**src/rtl/alu_pkg.sv**
```systemverilog
// alu_pkg: ALU control codes and FSM state encoding shared by the decoder
// and the digit-serial ALU.
package alu_pkg;

  localparam logic [2:0] ALU_ADD = 3'b000;
  localparam logic [2:0] ALU_SUB = 3'b001;
  localparam logic [2:0] ALU_OR  = 3'b010;
  localparam logic [2:0] ALU_AND = 3'b011;
  localparam logic [2:0] ALU_XOR = 3'b100;
  localparam logic [2:0] ALU_SLT = 3'b101;

  typedef enum logic [1:0] {
    ST_IDLE = 2'd0,
    ST_RUN  = 2'd1,
    ST_DONE = 2'd2
  } alu_state_e;

  // SUB and SLT both compute a + ~b + 1.
  function automatic logic op_is_sub(input logic [2:0] op);
    return (op == ALU_SUB) || (op == ALU_SLT);
  endfunction

endpackage

```
**src/rtl/alu_digit.sv**
```systemverilog
// alu_digit: combinational DIGIT-bit ALU slice, time-multiplexed by the
// serial ALU. Code 100 is XOR only when ALU_XOR_EN is defined; otherwise it
// and all other unsupported codes produce zero.
module alu_digit
  import alu_pkg::*;
#(
  parameter int DIGIT = 8
) (
  input  logic [DIGIT-1:0] a,
  input  logic [DIGIT-1:0] b,
  input  logic             carry_in,
  input  logic [2:0]       op,
  output logic [DIGIT-1:0] res,
  output logic             carry_out
);

  logic [DIGIT-1:0] b_eff;
  logic [DIGIT:0]   sum_ext;

  // Adder with optional B inversion, then per-op result select.
  always_comb begin
    b_eff     = op_is_sub(op) ? ~b : b;
    sum_ext   = {1'b0, a} + {1'b0, b_eff} + {{DIGIT{1'b0}}, carry_in};
    res       = '0;
    carry_out = 1'b0;
    case (op)
      ALU_ADD, ALU_SUB, ALU_SLT: begin
        res       = sum_ext[DIGIT-1:0];
        carry_out = sum_ext[DIGIT];
      end
      ALU_OR:  res = a | b;
      ALU_AND: res = a & b;
`ifdef ALU_XOR_EN
      ALU_XOR: res = a ^ b;
`endif
      default: res = '0;
    endcase
  end

endmodule

```
**src/rtl/alu_serial.sv**
```systemverilog
// alu_serial: digit-serial ALU (ADD/SUB/OR/AND/SLT, optional XOR when
// ALU_XOR_EN is defined). Processes DIGIT bits per cycle, LSB first.
// Handshakes: a transfer happens on a rising edge where valid && ready are
// both high; valid never depends on ready, and in_valid/operands are only
// sampled at the accepting edge.
module alu_serial
  import alu_pkg::*;
#(
  parameter int WIDTH = 32,
  parameter int DIGIT = 8
) (
  input  logic             clk,
  input  logic             rst_n,
  input  logic             in_valid,
  output logic             in_ready,
  input  logic [2:0]       alu_control,
  input  logic [WIDTH-1:0] src_a,
  input  logic [WIDTH-1:0] src_b,
  output logic             out_valid,
  input  logic             out_ready,
  output logic [WIDTH-1:0] result,
  output logic             zero,
  output alu_state_e       dbg_state
);

  localparam int N  = WIDTH / DIGIT;
  localparam int CW = (N > 1) ? $clog2(N) : 1;

  alu_state_e       state_q, state_d;
  logic [WIDTH-1:0] a_q, a_d, b_q, b_d, result_q, result_d;
  logic [2:0]       op_q, op_d;
  logic [CW-1:0]    cnt_q, cnt_d;
  logic             carry_q, carry_d, zero_q, zero_d;

  logic             accept, last_digit, slt_lt, ovf;
  logic [DIGIT-1:0] dig_res;
  logic             dig_cout;
  logic [WIDTH-1:0] shifted;

  alu_digit #(.DIGIT(DIGIT)) u_digit (
    .a        (a_q[DIGIT-1:0]),
    .b        (b_q[DIGIT-1:0]),
    .carry_in (carry_q),
    .op       (op_q),
    .res      (dig_res),
    .carry_out(dig_cout)
  );

  assign last_digit = (cnt_q == CW'(N - 1));
  assign accept     = in_valid && in_ready;

  // State register.
  always_ff @(posedge clk or negedge rst_n) begin
    if (!rst_n) state_q <= ST_IDLE;
    else        state_q <= state_d;
  end

  // Next-state logic.
  always_comb begin
    state_d = state_q;
    case (state_q)
      ST_IDLE: if (accept)     state_d = ST_RUN;
      ST_RUN:  if (last_digit) state_d = ST_DONE;
      ST_DONE: if (out_ready)  state_d = ST_IDLE;
      default: state_d = ST_IDLE;
    endcase
  end

  // Handshake outputs; accepts are blocked while reset is held.
  always_comb begin
    in_ready  = (state_q == ST_IDLE) && rst_n;
    out_valid = (state_q == ST_DONE);
    dbg_state = state_q;
  end

  // Signed less-than from the top digit of a + ~b + 1.
  always_comb begin
    ovf    = (a_q[DIGIT-1] == ~b_q[DIGIT-1]) && (dig_res[DIGIT-1] != a_q[DIGIT-1]);
    slt_lt = dig_res[DIGIT-1] ^ ovf;
  end

  // Datapath next values: latch on accept, shift one digit per RUN cycle.
  always_comb begin
    a_d      = a_q;
    b_d      = b_q;
    op_d     = op_q;
    cnt_d    = cnt_q;
    carry_d  = carry_q;
    result_d = result_q;
    zero_d   = zero_q;
    shifted  = {dig_res, result_q[WIDTH-1:DIGIT]};
    if (accept) begin
      a_d      = src_a;
      b_d      = src_b;
      op_d     = alu_control;
      cnt_d    = '0;
      carry_d  = op_is_sub(alu_control);
      result_d = '0;
      zero_d   = 1'b0;
    end else if (state_q == ST_RUN) begin
      a_d     = a_q >> DIGIT;
      b_d     = b_q >> DIGIT;
      carry_d = dig_cout;
      if (last_digit) begin
        cnt_d    = '0;
        result_d = (op_q == ALU_SLT) ? {{(WIDTH-1){1'b0}}, slt_lt} : shifted;
        zero_d   = (result_d == '0);
      end else begin
        cnt_d    = cnt_q + CW'(1);
        result_d = shifted;
      end
    end
  end

  // Datapath registers.
  always_ff @(posedge clk or negedge rst_n) begin
    if (!rst_n) begin
      a_q      <= '0;
      b_q      <= '0;
      op_q     <= ALU_ADD;
      cnt_q    <= '0;
      carry_q  <= 1'b0;
      result_q <= '0;
      zero_q   <= 1'b0;
    end else begin
      a_q      <= a_d;
      b_q      <= b_d;
      op_q     <= op_d;
      cnt_q    <= cnt_d;
      carry_q  <= carry_d;
      result_q <= result_d;
      zero_q   <= zero_d;
    end
  end

  assign result = result_q;
  assign zero   = zero_q;

endmodule
```
**config.mk**
```make
export PLATFORM = sky130hd
export DESIGN_NAME = alu_serial
export DESIGN_NICKNAME = d
export VERILOG_FILES = /design/src/rtl/alu_pkg.sv /design/src/rtl/alu_digit.sv /design/src/rtl/alu_serial.sv
export SDC_FILE = /design/constraint.sdc
export NUM_CORES = 1
export LEC_CHECK = 0
export BUFFER_PORTS_ARGS = -buffer_cell sky130_fd_sc_hd__buf_2
export CORE_ASPECT_RATIO = 0.9
export CORE_MARGIN = 2
export CORE_UTILIZATION = 40
export CTS_BUF_LIST = sky130_fd_sc_hd__clkbuf_8
export DETAILED_ROUTE_END_ITERATION = 10
export SLEW_MARGIN = 10
export SYNTH_ARGS = -nofsm -noshare
export SYNTH_HDL_FRONTEND = slang
export SYNTH_SLANG_ARGS = --single-unit
```
**constraint.sdc**
```tcl
create_clock -name clk -period 4.6 [get_ports clk]
set_input_delay 0.46 -clock clk [delete_from_list [all_inputs] [get_ports clk]]
set_output_delay 0.46 -clock clk [all_outputs]
set_load 0.005 [all_outputs]
```
==> results of run 1 <==
==> stage by stage <==
| stage | area (um2) | power (mW) | hold WS, ns | utilization, % | worst slack (ns) |
|---|---|---|---|---|---|
| after CTS | 5730 | 4.09 | 0.0158 | 47.8 | 1.58 |
| final | 5730 | 4.06 | 0.0119 | 47.8 | 1.60 |
| after global placement | 5530 | 3.45 | 0.418 | 46.2 | 1.74 |
| after global routing | 5730 | 4.44 | 0.0202 | 47.8 | 1.24 |
| after floorplan | 4880 | 2.94 | 0.164 | - | 1.93 |
| after detailed placement | 5530 | 3.51 | 0.419 | 46.2 | 1.63 |
==> flip-flops by register name (all words and copies together) (netlist names) <==
name	count
a_q	32
b_q	32
result	32
op_q	3
cnt_q	2
dbg_state	2
carry_q	1
zero	1
==> worst max-delay path: cells and delay by family, from the launching register on <==
family | cells | cell delay [ns]
simple gates | 4 | 0.94
fa+ha+maj | 2 | 0.65
compound gates | 4 | 0.60
flops | 1 | 0.47
xor+xnor | 1 | 0.19
buf+inv | 1 | 0.06
==> synth_stat cells (all sizes together), types with 3 or more instances <==
cell type	n	area, um2
a211oi	3	22.5
a21oi	8	40.0
a221o	3	30.0
a22o	24	210
a22oi	49	373
a31oi	4	25.0
buf	16	80.1
clkbuf	17	63.8
dfrtp	105	2630
ha	10	125
inv	7	26.3
maj3	6	60.1
nand2	152	571
nand2b	6	37.5
nand3	17	85.1
nand4	3	18.8
nor2	9	36.3
nor2b	4	25.0
nor3	4	20.0
nor4	6	37.5
o21ai	15	75.1
xnor2	11	96.3
==> routing by layer <==
layer,vias up,routed length (um),GRT usage (%)
met4,0,191,5.40
met5,-,0,0
met1,1949,5530,27.0
met3,17,689,4.29
li1,1929,-,-
met2,130,5460,29.1
==> cells in the final DEF, fill, tap and decap left out, drive strengths merged, types with 2 or more instances in the layout <==
| master | instances |
|---|---|
| nand2 | 152 |
| buf | 112 |
| dfrtp | 105 |
| a22oi | 49 |
| a22o | 24 |
| nand3 | 17 |
| o21ai | 15 |
| xnor2 | 11 |
| ha | 10 |
| clkbuf | 10 |
| inv | 10 |
| nor2 | 9 |
| a21oi | 8 |
| nand2b | 6 |
| maj3 | 6 |
| nor4 | 6 |
| a31oi | 4 |
| nor3 | 4 |
| nor2b | 4 |
| a211oi | 3 |
| nand4 | 3 |
| a221o | 3 |
| and3 | 2 |
| o21a | 2 |
| xor2 | 2 |
| fa | 2 |
| and2 | 2 |
| a21boi | 2 |
==> cells by family after synthesis <==
family                     after synthesis
and+or+nand+nor                        209
AOI/OAI and AO/OA                      116
DFF                                    105
buffers and inverters                   40
adders and majority gates               18
xor gates and xnor gates                13
==> final cells by class <==
| type | instances | area [um2] |
|---|---|---|
| Clock buffer | 10 | 138 |
| Clock inverter | 6 | 58.8 |
| Tap cell | 160 | 200 |
| Multi-Input combinational cell | 356 | 2100 |
| Fill cell | 1170 | 6250 |
| Timing Repair Buffer | 112 | 576 |
| Inverter | 7 | 26.3 |
| Sequential cell | 105 | 2630 |
==> path summary, 6_finish.rpt <==
path / to / slack, ns / cells past startpoint
worst min register to register: b_q[21]$_DFFE_PN0P_ / 0.48 / 2
min in group clk: a_q[25]$_DFFE_PN0P_ / 0.27 / 3
worst min-delay path: result[4]$_DFFE_PN0P_ / 0.01 / 1
max in group asynchronous: b_q[1]$_DFFE_PN0P_ / 3.32 / 2
worst max register to register: zero$_DFFE_PN0P_ / 1.60 / 12
worst max-delay path: zero$_DFFE_PN0P_ / 1.60 / 12
==> power by group <==
part / switching (mW) / internal, mW
logic: 1.14 / 0.805
registers: 0.286 / 1.27
clock network: 0.304 / 0.264
==> metrics.yaml, run 1 <==
ys_warn_count: 0
die_width_um: 120
ys_ff_latch: 105
max_stage_delay_ns: 0.47
io_pins: 108
synth_top_family_by_area: "simple AND/OR/NAND/NOR gates"
drt_iter0_markers: 269
syn-num-nets: 584
hold_viol: 0
vias_per_cell: 5.32
drv_slew: 0
ys.flop_type: "dfrtp_1"
outcome: "finished, final reports clean"
cp-end-kind: "flip-flop"
cts_buffers: 9
overflow: 0
finalSetupViolations: 0
crit_start: "op_q[1]$_DFFE_PN0P_"
diodes: 0
drc_errors: 0
regToRegStartpoint: "op_q[1]$_DFFE_PN0P_"
drive_gt1_share_pct: 22.5
cts_buffer_depth: 2
clkSinkCount: 105
grt_pass1_wl_mm: 19.8
antenna_found_initial: 0
cpMostUsedCell: "fa_1"
wl_per_cell_um: 15.7
fin_crit_ns: 3.00
max-cap-violations: 0
grt_start_max_net_pins: 75
wirelength_mm: 11.9
netlist-cell-type-count: 45
synth_xor_area_share_pct: 2.33
p_leak_nw: 2.98
slowest_stage: "dfrtp_1"
cts_setup_buffers: 0
ys_seq_area_share_pct: 53.8
crit_fanout: 9
skew_ns: 0.0110
ant_nets: 0
async_reset_ff_share_pct: 100
yosys.area_share.simple_pct: 18.2
rsz0062_at_grt: "false"
synthMuxAreaShare_pct: 0
die_height_um: 109
cp-start-kind: "flip-flop"
p_per_area_nw_per_um2: 709
hpwl_mm: 8.21
root_buffer: "clkbuf_8"
core_um2: 12000
arrival_ns: 3.28
yosys.area_share.adder_pct: 4.61
clkLatencyLatePin_ns: 0.37
path_clk_slew_ns: 0.09
crit_type: "flip-flop to flip-flop"
num_rows: 38
crit_required_ns: 4.88
period_share_pct: 65.1
stdcell_count: 756
port_buffers: 107
grt_util_all_layers_pct: 18.9
postCtsHoldBufs: 0
tns_ns: 0
gp_congestion: 0.910
path_cells: "nor2b_1 > xnor2_1 > fa_1 > inv_1 > fa_1 > nand3_1 > a21boi_1 > o21a_1 > or3_1 > a31oi_1 > nand4_1 > a22oi_2"
dp_cells: 740
cts_tree: "built"
hold_class: "primary input to async pin"
area_growth_pct: 17.3
syn-cell-area_um2: 4880
drt_pass1_iterations: 4
synth-edff-count: 0
grt_pass1_vias: 3990
cts_resized: 0
avgSynthCellArea_um2: 9.75
start_util_pct: 40.8
slew_headroom_pct: 27.4
die-area_um2: 13100
synth-compound-area-share_pct: 17.5
worstMarginPinSlew_ns: 1.09
vias: 4025
htreeDepth: 3
clock.fmax_ghz: 0.334
syn_inst: 501
max-vdd-ir-drop_mv: 0.289
num-nets-final: 674
No activity file was read; power rests on OpenSTA's default activity.
==> run 2: changes to the inputs <==
==> constraint.sdc (replaced) <==
create_clock -name clk -period 3.06 [get_ports clk]
set_input_delay 0.306 -clock clk [delete_from_list [all_inputs] [get_ports clk]]
set_output_delay 0.306 -clock clk [all_outputs]
set_load 0.005 [all_outputs]
==> run 2 against run 1 <==
Compared with the run above:
- die area is the same
- core utilization grew 0.64 points
- cell count grew 0.79%
- first-iteration DRC count shrank 27%
- wire length grew 1.3%
- worst hold slack gained 0.10 ns
- count of clock-buffer cells in the layout is the same
- clock power grew 70%
- maximum frequency grew 6.4%
- total power grew 54%
==> metrics.yaml, run 2 (same netlist as run 1, synthesis figures left out) <==
max_stage_delay_ns: 0.47  # about the same
slew_headroom_pct: 39.1  # was 27.4%
arrival_ns: 3.10  # was 3.28 ns
final_cell_mix: "nand2_1, buf_2, dfrtp_1"  # unchanged
cts_buffers: 9  # unchanged
path_buf_inv: 0  # was 1
start_util_pct: 40.8  # unchanged
path_clk_slew_ns: 0.10  # was 0.09 ns
max-cap-violations: 0  # unchanged
vias: 4042  # was 4,025
gp_congestion: 0.830  # was 0.910
clkSinkCount: 105  # unchanged
wirelength_mm: 12.0  # was 11.9 mm
hold_viol: 0  # unchanged
crit_fanout: 9  # unchanged
postLayoutCoreUtil_pct: 48.5  # was 47.8%
cpMostUsedCell: "xnor2_1"  # was fa_1
die_width_um: 120  # unchanged
period_share_pct: 92.0  # was 65.1%
outcome: "finished, final reports clean"  # unchanged
vias_per_cell: 5.30  # was 5.32
cts_buffer_depth: 2  # unchanged
grt_util_all_layers_pct: 19.5  # was 18.9%
drv_slew: 0  # unchanged
path_delay_family: "compound AO/OA/AOI/OAI gates"  # was simple AND/OR/NAND/NOR gates
p_per_area_nw_per_um2: 1080  # was 709 nW/um2
root_buffer: "clkbuf_8"  # unchanged
clock.fmax_ghz: 0.355  # was 0.334 GHz
hold_class: "primary input to flip-flop"  # was primary input to async pin
crit_type: "flip-flop to flip-flop"  # unchanged
num_rows: 38  # unchanged
tns_ns: 0  # unchanged
max-vdd-ir-drop_mv: 0.374  # was 0.289 mV
grt_pass1_wl_mm: 20.2  # was 19.8 mm
hpwl_mm: 8.40  # was 8.21 mm
final_common_cell: "nand2_1"  # unchanged
io_pins: 108  # unchanged
drc_errors: 0  # unchanged
drt_pass1_iterations: 5  # was 4
path_cells: "or2b_1 > xnor2_1 > ha_1 > nor2_1 > a211oi_1 > o21ai_0 > xnor2_1 > a22oi_1 > nand4_1 > a22oi_2"  # was nor2b_1 > xnor2_1 > fa_1 > inv_1 > fa_1 > nand3_1 > a21boi_1 > o21a_1 > or3_1 > a31oi_1 > nand4_1 > a22oi_2
antenna_found_initial: 1  # was 0
finalSetupViolations: 0  # unchanged
htreeDepth: 3  # unchanged
p_leak_nw: 3.02  # was 2.98 nW
grt_start_max_net_pins: 73  # was 75
num-nets-final: 680  # was 674
drive_gt1_share_pct: 23.4  # was 22.5%
area_growth_pct: 18.9  # was 17.3%
wl_per_cell_um: 15.8  # was 15.7 um
cp-end-kind: "flip-flop"  # unchanged
slowest_stage: "dfrtp_1"  # unchanged
place_area_um2: 5570  # was 5530 um2
core_um2: 12000  # unchanged
crit_required_ns: 3.35  # was 4.88 ns
final_area_um2: 5810  # was 5730 um2
fin_crit_ns: 2.81  # was 3.00 ns
diodes: 0  # unchanged
port_buffers: 107  # unchanged
worstMarginPinSlew_ns: 0.913  # was 1.09 ns
fill_cells: 1189  # was 1,170
drt_iter0_markers: 197  # was 269
die_height_um: 109  # unchanged
skew_ns: 0.0105  # was 0.0110 ns
ant_nets: 0  # unchanged
grt_pass1_vias: 3972  # was 3,990
cp-start-kind: "flip-flop"  # unchanged
cts_setup_buffers: 0  # unchanged
hold_ws_ns: 0.113  # was 0.0119 ns
clkLatencyLatePin_ns: 0.37  # about the same
overflow: 0  # unchanged
cts_tree: "built"  # unchanged
rsz0062_at_grt: "false"  # unchanged
die-area_um2: 13100  # unchanged
## run 2: final cells by class
type	instances	area, um2	share of cell area [%]
clock buffers	10	138	2.37
clock inverters	6	87.6	1.51
inverters	7	26.3	0.453
multi-input cells	356	2100	36.2
flip-flops and latches	105	2630	45.3
well taps	160	200	3.45
repair buffers	118	623	10.7
## run 2: routing by layer
metal,GRT usage [%],vias up,part of all wire [%]
met5,0,-,0.13
met4,5.15,2,1.0
met3,4.60,11,5.8
met2,31.2,105,47
met1,26.8,1977,46
li1,-,1947,-
## run 2: power by group
group          total [mW]  switching [mW]  internal, mW
clock               0.964           0.477         0.487
combinational        2.96            1.72          1.24
sequential           2.33           0.428          1.90
## run 2: timing repair
action / CTS / global route
gates resized for setup: 0 / 0
endpoints found under the hold margin: 33 / 0
hold buffers: 1 / 0
endpoints found under the setup margin: 0 / 0
## run 2: worst reg2reg max path: stages, from the launching register on
cell and delay (ns):
dfrtp_1 0.47, or2b_1 0.41, xnor2_1 0.19, ha_1 0.34, nor2_1 0.08, a211oi_1 0.34, o21ai_0 0.20, xnor2_1 0.17
a22oi_1 0.26, nand4_1 0.15, a22oi_2 0.13
## run 2: worst paths after layout
check,endpoint,start,slack (ns),depth (start not counted)
worst max-delay path,zero$_DFFE_PN0P_,op_q[1]$_DFFE_PN0P_,0.25,10
worst min-delay path,a_q[25]$_DFFE_PN0P_,src_a[25],0.11,3
worst max register to register,zero$_DFFE_PN0P_,op_q[1]$_DFFE_PN0P_,0.25,10
worst min register to register,b_q[21]$_DFFE_PN0P_,b_q[21]$_DFFE_PN0P_,0.48,2
max in group asynchronous,b_q[5]$_DFFE_PN0P_,rst_n,1.39,3
min in group asynchronous,result[1]$_DFFE_PN0P_,rst_n,0.41,2
## run 2: stage by stage
step,power (mW),instances,setup WS [ns]
2_1_floorplan,4.42,501,0.385
3_3_place_gp,5.25,745,0.392
3_5_place_dp,5.34,745,0.295
4_1_cts,6.31,762,0.262
5_1_grt,6.83,762,0.00622
6_report,6.26,762,0.245
==> run 3: changes to the inputs <==
--- a/config.mk
+++ b/config.mk
@@ -5,12 +5,16 @@
 export SDC_FILE = /design/constraint.sdc
 export NUM_CORES = 1
 export LEC_CHECK = 0
+export ABC_AREA = 1
 export BUFFER_PORTS_ARGS = -buffer_cell sky130_fd_sc_hd__buf_2
+export CELL_PAD_IN_SITES_DETAIL_PLACEMENT = 0
+export CELL_PAD_IN_SITES_GLOBAL_PLACEMENT = 1
 export CORE_ASPECT_RATIO = 0.9
 export CORE_MARGIN = 2
 export CORE_UTILIZATION = 40
 export CTS_BUF_LIST = sky130_fd_sc_hd__clkbuf_8
 export DETAILED_ROUTE_END_ITERATION = 10
+export PLACE_DENSITY_LB_ADDON = 0.1
 export SLEW_MARGIN = 10
 export SYNTH_ARGS = -nofsm -noshare
 export SYNTH_HDL_FRONTEND = slang
==> run 3 against run 2 <==
Compared with the run above:
- first-iteration DRC count grew 13%
- register-to-register slack improved by 0.14 ns
- count of clock-buffer cells in the layout did not move
- die area grew 6.3%
- largest cell class unchanged
==> metrics.yaml, run 3 <==
ys_ff_latch: 105  # unchanged
synth_area_leaders: "dfrtp_1, nand2_1, inv_1, o211ai_1, o221ai_1"  # was dfrtp_1, nand2_1, a22oi_1, a22o_1, ha_1
p_per_area_nw_per_um2: 1120  # was 1080 nW/um2
synth.top_cells.by_count: "nand2_1, dfrtp_1, inv_1"  # was nand2_1, dfrtp_1, a22oi_1
cts_tree: "built"  # unchanged
cts_setup_buffers: 0  # unchanged
postCtsHoldBufs: 0  # was 1
cts_buffers: 9  # unchanged
overflow: 0  # unchanged
skew_ns: 0.0126  # was 0.0105 ns
reg2reg_to: "zero$_DFFE_PN0P_"  # unchanged
num_rows: 39  # was 38
start_util_pct: 41.0  # was 40.8%
max-cap-violations: 0  # unchanged
vias: 4237  # was 4,042
final_common_cell: "nand2_1"  # unchanged
synth-edff-count: 0  # unchanged
core_um2: 12700  # was 12,000 um2
worstMarginPinSlew_ns: 0.741  # was 0.913 ns
syn-cell-area_um2: 5210  # was 4880 um2
cts_buffer_depth: 2  # unchanged
avgSynthCellArea_um2: 8.99  # was 9.75 um2
arrival_ns: 3.01  # was 3.10 ns
crit_start: "op_q[0]$_DFFE_PN0P_"  # was op_q[1]$_DFFE_PN0P_
clock.fmax_ghz: 0.374  # was 0.355 GHz
wirelength_mm: 13.8  # was 12.0 mm
synth_top_area_cell: "dfrtp_1"  # unchanged
gp_congestion: 0.859  # was 0.830
grt_util_all_layers_pct: 20.9  # was 19.5%
hold_class: "primary input to async pin"  # was primary input to flip-flop
port_buffers: 107  # unchanged
syn-num-nets: 662  # was 584
syn_inst: 579  # was 501
regToRegStartpoint: "op_q[0]$_DFFE_PN0P_"  # was op_q[1]$_DFFE_PN0P_
drt_iter0_markers: 222  # was 197
ys.flop_type: "dfrtp_1"  # unchanged
grt_start_max_net_pins: 60  # was 73
hold_ws_ns: 0.0873  # was 0.113 ns
path_clk_slew_ns: 0.10  # about the same
grt_pass1_vias: 4372  # was 3,972
ys_warn_count: 0  # unchanged
clkSinkCount: 105  # unchanged
postLayoutCoreUtil_pct: 47.8  # was 48.5%
diodes: 0  # unchanged
antenna_found_initial: 1  # unchanged
synth_most_common_cell: "nand2_1"  # unchanged
finalSetupViolations: 0  # unchanged
p_leak_nw: 3.11  # was 3.02 nW
rr_worst_depth: 16  # was 10
period_share_pct: 87.5  # was 92.0%
rsz0062_at_grt: "false"  # unchanged
die_height_um: 112  # was 109 um
cp-end-kind: "flip-flop"  # unchanged
drt_pass1_iterations: 5  # unchanged
htreeDepth: 3  # unchanged
hpwl_mm: 10.3  # was 8.40 mm
wl_per_cell_um: 16.3  # was 15.8 um
outcome: "finished, final reports clean"  # unchanged
die_width_um: 124  # was 120 um
root_buffer: "clkbuf_8"  # unchanged
area_growth_pct: 16.4  # was 18.9%
clkLatencyLatePin_ns: 0.38  # was 0.37 ns
dp_cells: 832  # was 745
crit_required_ns: 3.39  # was 3.35 ns
ff2ff_setup_slack_ns: 0.38  # was 0.25 ns
cp-start-kind: "flip-flop"  # unchanged
vias_per_cell: 5.01  # was 5.30
ys_seq_area_share_pct: 50.5  # was 53.8%
grt_pass1_wl_mm: 23.3  # was 20.2 mm
stdcell_count: 846  # was 762
io_pins: 108  # unchanged
synth_top_area_share_pct: 50.5  # was 53.8%
drv_slew: 0  # unchanged
die-area_um2: 13900  # was 13,100 um2
async_reset_ff_share_pct: 100  # unchanged
slew_headroom_pct: 50.6  # was 39.1%
max-vdd-ir-drop_mv: 0.464  # was 0.374 mV
netlist-cell-type-count: 40  # was 45
num-nets-final: 762  # was 680
drive_gt1_share_pct: 22.7  # was 23.4%
tns_ns: 0  # unchanged
finalPower_mw: 6.78  # was 6.26 mW
crit_fanout: 10  # was 9
final_cell_mix: "nand2_1, buf_2, dfrtp_1"  # unchanged
hold_viol: 0  # unchanged
drc_errors: 0  # unchanged
fin_crit_ns: 2.68  # was 2.81 ns
endpoint: "zero$_DFFE_PN0P_"  # unchanged
cts_resized: 0  # unchanged
ant_nets: 0  # unchanged
crit_type: "flip-flop to flip-flop"  # unchanged
==> run 3: changes by cell type in the layout (fill, tap and decap cells not counted), moves of 10 or more <==
| cell | delta |
|---|---|
| inv_1 | +82 |
| a22oi_1 | -46 |
| o211ai_1 | +21 |
| o22ai_1 | +18 |
| o221ai_1 | +17 |
| xnor2_1 | -11 |
| nand3_1 | +10 |
==> run 3: final cells by class <==
type / count / area (um2)
clock buffers: 10 / 138
clock inverters: 4 / 76.3
fillers: 1323 / 6630
inverters: 96 / 363
multi-input cells: 354 / 2050
flip-flops and latches: 105 / 2630
well taps: 164 / 205
repair buffers: 113 / 596
==> run 3: stage by stage <==
stage	instance area, um2	setup WS [ns]
6_report	6060	0.384
5_1_grt	6060	0.115
4_1_cts	6060	0.371
3_5_place_dp	5850	0.408
3_3_place_gp	5850	0.470
2_1_floorplan	5210	0.727
==> run 3: worst min path at each step <==
stage | end | cells after the start
final | zero$_DFFE_PN0P_ | 2
after global routing | dbg_state[1]$_DFFE_PN0P_ | 2
after CTS | dbg_state[1]$_DFFE_PN0P_ | 2
after detailed placement | result[5]$_DFFE_PN0P_ | 2
after global placement | result[5]$_DFFE_PN0P_ | 2
after floorplan | a_q[0]$_DFFE_PN0P_ | 0
==> run 3: routing by layer <==
| layer | vias up | track usage, % | wire length [um] | part of all wire (%) |
|---|---|---|---|---|
| li1 | 2119 | - | - | - |
| met1 | 2002 | 29.8 | 6620 | 48 |
| met2 | 107 | 32.7 | 6340 | 46 |
| met3 | 9 | 5.00 | 737 | 5.3 |
| met4 | 0 | 4.94 | 130 | 0.94 |
| met5 | - | 0 | 0 | 0 |
==> run 3: cell families (layout without fill, tap and decap cells) <==
kind of cell | Yosys count | after routing | synth area share [%]
compound gates | 122 | 122 | 17.1
flops | 105 | 105 | 50.5
xor+xnor | 8 | 8 | 1.35
simple gates | 212 | 212 | 17.8
buf+inv | 120 | 223 | 10.1
fa+ha+maj | 12 | 12 | 3.17
==> run 3: power by group <==
group | internal [mW] | switching, mW | total (mW)
registers | 1.94 | 0.363 | 2.31
logic | 1.29 | 2.22 | 3.52
clock network | 0.478 | 0.481 | 0.959
==> run 3: worst max-delay path: stages (launching register included) <==
cell and delay, ns:
dfrtp_1 0.53, inv_4 0.10, nor2_8 0.23, xor2_1 0.20, fa_1 0.20, inv_1 0.08, fa_1 0.47, inv_1 0.08
nor2_1 0.05, nor3_1 0.12, nand3b_1 0.13, nand2_1 0.08, nand2_1 0.07, nand2_1 0.05, nor2_1 0.11, nand3_1 0.08
nand2_1 0.06
